--- config.mk ---
export PLATFORM = sky130hd
export DESIGN_NAME = pwm_capture
export DESIGN_NICKNAME = d
export VERILOG_FILES = /design/src/rtl/pwm_capture.sv
export SDC_FILE = /design/constraint.sdc
export NUM_CORES = 1
export LEC_CHECK = 0
export ABC_AREA = 1
export CAP_MARGIN = 20
export CELL_PAD_IN_SITES_DETAIL_PLACEMENT = 0
export CELL_PAD_IN_SITES_GLOBAL_PLACEMENT = 1
export CORE_MARGIN = 3
export CORE_UTILIZATION = 43
export DETAILED_ROUTE_END_ITERATION = 10
export HOLD_SLACK_MARGIN = 0.03
export PLACE_DENSITY_LB_ADDON = 0.2
export RECOVER_POWER = 100
export SLEW_MARGIN = 10
export SYNTH_ARGS = -nofsm -noshare
export SYNTH_HDL_FRONTEND = slang
export SYNTH_SLANG_ARGS = --single-unit
--- constraint.sdc ---
create_clock -name clk -period 2.3 [get_ports clk]
set_clock_uncertainty 0.15 [all_clocks]
set_input_delay 0.23 -clock clk [delete_from_list [all_inputs] [get_ports clk]]
set_output_delay 0.23 -clock clk [all_outputs]
set_load 0.1 [all_outputs]
--- src/rtl/pwm_capture.sv ---
// pwm_capture: decodes a PWM stream (bit0 pulse, bit1 sign) back into its duty word.
// Define PWM_CAPTURE_GLITCH_FILTER_EN to add a 3-tap majority filter after the synchronizer.
module pwm_capture #(
  parameter int N     = 8,
  parameter int gtype = 0
) (
  input  logic         clk,
  input  logic         rst,
  input  logic [1:0]   pwm_in,
  output logic [N-1:0] value,
  output logic         valid,
  output logic         err
);
  localparam int M = N - gtype;
  localparam logic [M:0] PER = {1'b1, {M{1'b0}}};
  typedef enum logic [1:0] {IDLE, MEAS, STATIC} state_t;
  state_t st_q, st_d;
  logic [1:0] s1_q, s2_q, cond, p_q;
  logic pp_q, sgn_q, sgn_d, vld_q, vld_d, err_q, err_d, rise, tmo, sgn_m;
  logic [M:0] per_q, per_d, hi_q, hi_d;
  logic [M-1:0] min_m;
  logic [N-1:0] val_q, val_d, dec, stat;
`ifdef PWM_CAPTURE_GLITCH_FILTER_EN
  logic [1:0] d1_q, d2_q;
  always_ff @(posedge clk or posedge rst)
    if (rst) begin
      d1_q <= '0;
      d2_q <= '0;
    end else begin
      d1_q <= s2_q;
      d2_q <= d1_q;
    end
  // majority of three consecutive samples: clean edges pass one clock late, 1-clock pulses vanish
  assign cond = (s2_q & d1_q) | (s2_q & d2_q) | (d1_q & d2_q);
`else
  assign cond = s2_q;
`endif
  assign rise  = p_q[0] & ~pp_q;
  assign tmo   = &per_q;
  assign min_m = hi_q[M] ? '1 : hi_q[M-1:0];
  assign sgn_m = (gtype != 0) && sgn_q;
  // negative words carry 2^M - hi_cnt, truncated to M bits
  assign dec   = sgn_m ? {1'b1, (N-1)'(-hi_q[M-1:0])} : N'(min_m);
  assign stat  = !p_q[0] ? '0 : (gtype == 0) ? '1 :
                 p_q[1] ? {1'b1, {(N-1){1'b0}}} : {1'b0, {(N-1){1'b1}}};
  always_comb begin
    st_d  = st_q;
    per_d = tmo ? per_q : per_q + 1'b1;
    hi_d  = (p_q[0] && !(&hi_q)) ? hi_q + 1'b1 : hi_q;
    sgn_d = sgn_q;
    val_d = val_q;
    vld_d = 1'b0;
    err_d = err_q;
    if (rise) begin
      st_d  = MEAS;
      per_d = {{M{1'b0}}, 1'b1};
      hi_d  = {{M{1'b0}}, p_q[0]};
      sgn_d = p_q[1];
      if (st_q == MEAS) begin
        vld_d = 1'b1;
        val_d = dec;
        err_d = per_q != PER;
      end
    end else if (st_q == STATIC ? per_q == PER : tmo) begin
      st_d  = STATIC;
      per_d = {{M{1'b0}}, 1'b1};
      vld_d = 1'b1;
      val_d = stat;
      err_d = 1'b0;
    end
  end
  always_ff @(posedge clk or posedge rst)
    if (rst) begin
      s1_q  <= '0;
      s2_q  <= '0;
      p_q   <= '0;
      pp_q  <= 1'b0;
      st_q  <= IDLE;
      per_q <= '0;
      hi_q  <= '0;
      sgn_q <= 1'b0;
      val_q <= '0;
      vld_q <= 1'b0;
      err_q <= 1'b0;
    end else begin
      s1_q  <= pwm_in;
      s2_q  <= s1_q;
      p_q   <= cond;
      pp_q  <= p_q[0];
      st_q  <= st_d;
      per_q <= per_d;
      hi_q  <= hi_d;
      sgn_q <= sgn_d;
      val_q <= val_d;
      vld_q <= vld_d;
      err_q <= err_d;
    end
  assign value = val_q;
  assign valid = vld_q;
  assign err   = err_q;
endmodule
==> summary.txt, run 1 <==
Pint - 940 µW
Starting DRT DRC Count - 51
Routed WL - 3250 µm
Comb pwr share - 24.3%
synth unique cells - 27
crit-path cells - ha_1, inv_1, nor2_1, nand2_1, nor3_1, ha_1, inv_2, o21ai_2, nand3_4, nand2_4, nand2_1, nand2_1
H-tree depth - 2
power consumption - 1480 µW
proportion of layout cells with a drive suffix above 1 - 13.0%
postcts setup bufs - 0
hold crit path type - reg2reg
DP HPWL - 2340 µm
setup_tns - 0 ns
Final Slew Violations - 0
P&R area growth vs syn - 9.67%
Worst path depth - 12
Clk pin slew, worst setup/hold paths - 0.07 ns
FP Rows - 22
Rel. slew slack - 22.5%
TritonCTS Buffers - 5
reg2reg end - value[1]
Crit. End Element - flip-flop
final hold violation count - 0
port bufs - 12
Max-Cap Viols - 0
routed len/inst - 12.3 µm
Via-to-Cell Ratio - 4.93
R2R Setup Slk - 0.18 ns
most used cell, CP - nand2_1
register area - 852 µm²
clock buffer depth - 2
crit path DAT - 2.19 ns
Warnings, synthesis - 0
Mapped Cells - 196
core footprint - 3770 µm²
vias - 1,297
RSZ-0062 raised after global routing - no
flops & latches, synth - 34
top cell type's share of synthesized area - 49.4%
Post-Syn Area per Cell - 8.78 µm²
Slew @ Worst Pin - 1.17 ns
initial antenna violation count - 0
pre-CTS setup slack - 0.199 ns
largest area contributor in the netlist - dfrtp_1
first-pass GRT wire length - 5590 µm
vias in the first global route - 1,219
Die Span Y - 69.3 µm
run status - completed
most used flip-flop cell after synthesis - dfrtp_1
Starting Density - 45.7%
Diodes inserted - 0
Final #Nets - 224
WP data required - 2.37 ns
Worst IR Drop VDD - 0.361 mV
Setup WS post-layout - 0.178 ns
CP max-delay cell - dfrtp_1
post-route cell area - 1890 µm²
switch share - 36.3%
TritonCTS clock tree - done
Netlist Area Pre-Place - 1720 µm²
cts hold-fix bufs - 0
crit-path max FO - 10
crit-path leading delay family - simple AND/OR/NAND/NOR gates
min Tclk post-route - 2.12 ns
FF-to-FF Start - per_q[0]
Reg2Reg Depth - 12
syn_nets - 205
Multi-input gate area - 722 µm²
dpl cell area - 1870 µm²
kind of critical path - reg2reg
asr flop ratio synth - 100%
clk sink count - 34
max incr delay on CP - 0.41 ns
most frequent cell after synthesis - nand2_1
Final ANT Viol Nets - 0
gp weighted congestion - 0.798
Seq pwr share - 48.1%
cts repair resizes - 0
pwr dens - 782 nW/µm²
IO Pins - 14
net switching power - 536 µW
Die Wd - 69.3 µm
Clock Latency Late Sink - 0.28 ns
Leak - 0.000907 µW
crit path from - per_q[0]
die area - 4800 µm²
GRT Overall Usage - 14.6%
Clk pwr share - 27.6%
clk root buf - clkbuf_8
Finish-stage setup viols - 0
CP Launch Type - flip-flop
crit path buf inv count - 2
Peak Freq - 471 MHz
Final Cycle Share - 92.3%
sequential area share after synthesis - 49.4%
DR pass1 iterations - 4
Post-synth EDFFs - 0
largest net degree at the start of global routing - 35
commonest cells in the netlist - nand2_1, dfrtp_1, inv_1
Worst setup endpoint - value[1]
Remaining Overflow, GRT - 0
# fillers - 369
largest cells by area after synthesis - dfrtp_1, nand2_1, nand3_1, inv_1, ha_1
detailed-route DRC error count - 0
[per-stage QoR]
stage / util (%) / hold WS, ns / cells
2_1_floorplan: - / 0.111 / 196
3_5_place_dp: 49.7 / 0.187 / 256
6_report: 50.1 / 0.202 / 263
3_3_place_gp: 49.7 / 0.189 / 256
4_1_cts: 51.8 / 0.203 / 263
5_1_grt: 50.1 / 0.218 / 263
[how the worst min path moves through the flow]
stage                          from       to  slack [ns]  cells past startpoint
after CTS                   cond[0]   p_q[0]        0.20                      0
final                       cond[0]   p_q[0]        0.20                      0
after detailed placement    cond[0]   p_q[0]        0.19                      0
after floorplan           pwm_in[0]  s1_q[0]        0.11                      0
after global placement      cond[0]   p_q[0]        0.19                      0
after global routing        cond[0]   p_q[0]        0.22                      0
[layer usage]
layer  wire [µm]  share of wire [%]  track usage (%)
met1        1630                 50             20.0
met3         154                4.7             4.49
met4          19               0.58             5.86
met2        1450                 45             21.6
met5           0                  0                0
[power by group through the flow]
stage,combinational (µW),sequential (µW),clock (µW)
after global placement,378,716,0
after CTS,386,709,421
after global routing,389,720,451
final,358,710,408
after detailed placement,386,720,0
after floorplan,160,860,0
[layout make-up]
cell class / instances / area share [%]
clock buffers: 5 / 3.64
clock inverters: 2 / 0.530
inverters: 28 / 5.57
multi-input cells: 132 / 38.2
flip-flops and latches: 34 / 45.1
well taps: 48 / 3.18
repair buffers: 14 / 3.71
[layout by cell type (no fill, tap or decap), drive strengths merged, types with 8 or more instances in the layout]
master and n:
nand2 48, dfrtp 34, inv 27, nand3 21, nor2 19, clkbuf 16
a31oi 8, a21oi 8, o21ai 8
[cells by family (layout without fill, tap and decap cells)]
group,after synthesis,after routing,share of synthesized area (%)
xor gates and xnor gates,6,6,3.05
buffers and inverters,30,49,7.19
DFF,34,34,49.4
and+or+nand+nor,97,97,28.9
AOI/OAI and AO/OA,24,24,7.78
adders and majority gates,5,5,3.63
[sequential cells by signal, summed over array words and instances, names as in the netlist]
| name | flops |
|---|---|
| err | 1 |
| cond | 1 |
| hi_q | 9 |
| value | 8 |
| pp_q | 1 |
| per_q | 9 |
| s1_q | 1 |
| valid | 1 |
| st_q | 2 |
| p_q | 1 |
Power figures use the tool's default switching activity.
==> inputs of run 2 (changes only) <==
Settings changed: GPL_ROUTABILITY_DRIVEN from default to 0.
==> results of run 2 <==
The final DEF is identical to that of run 1; final timing and power are the same.
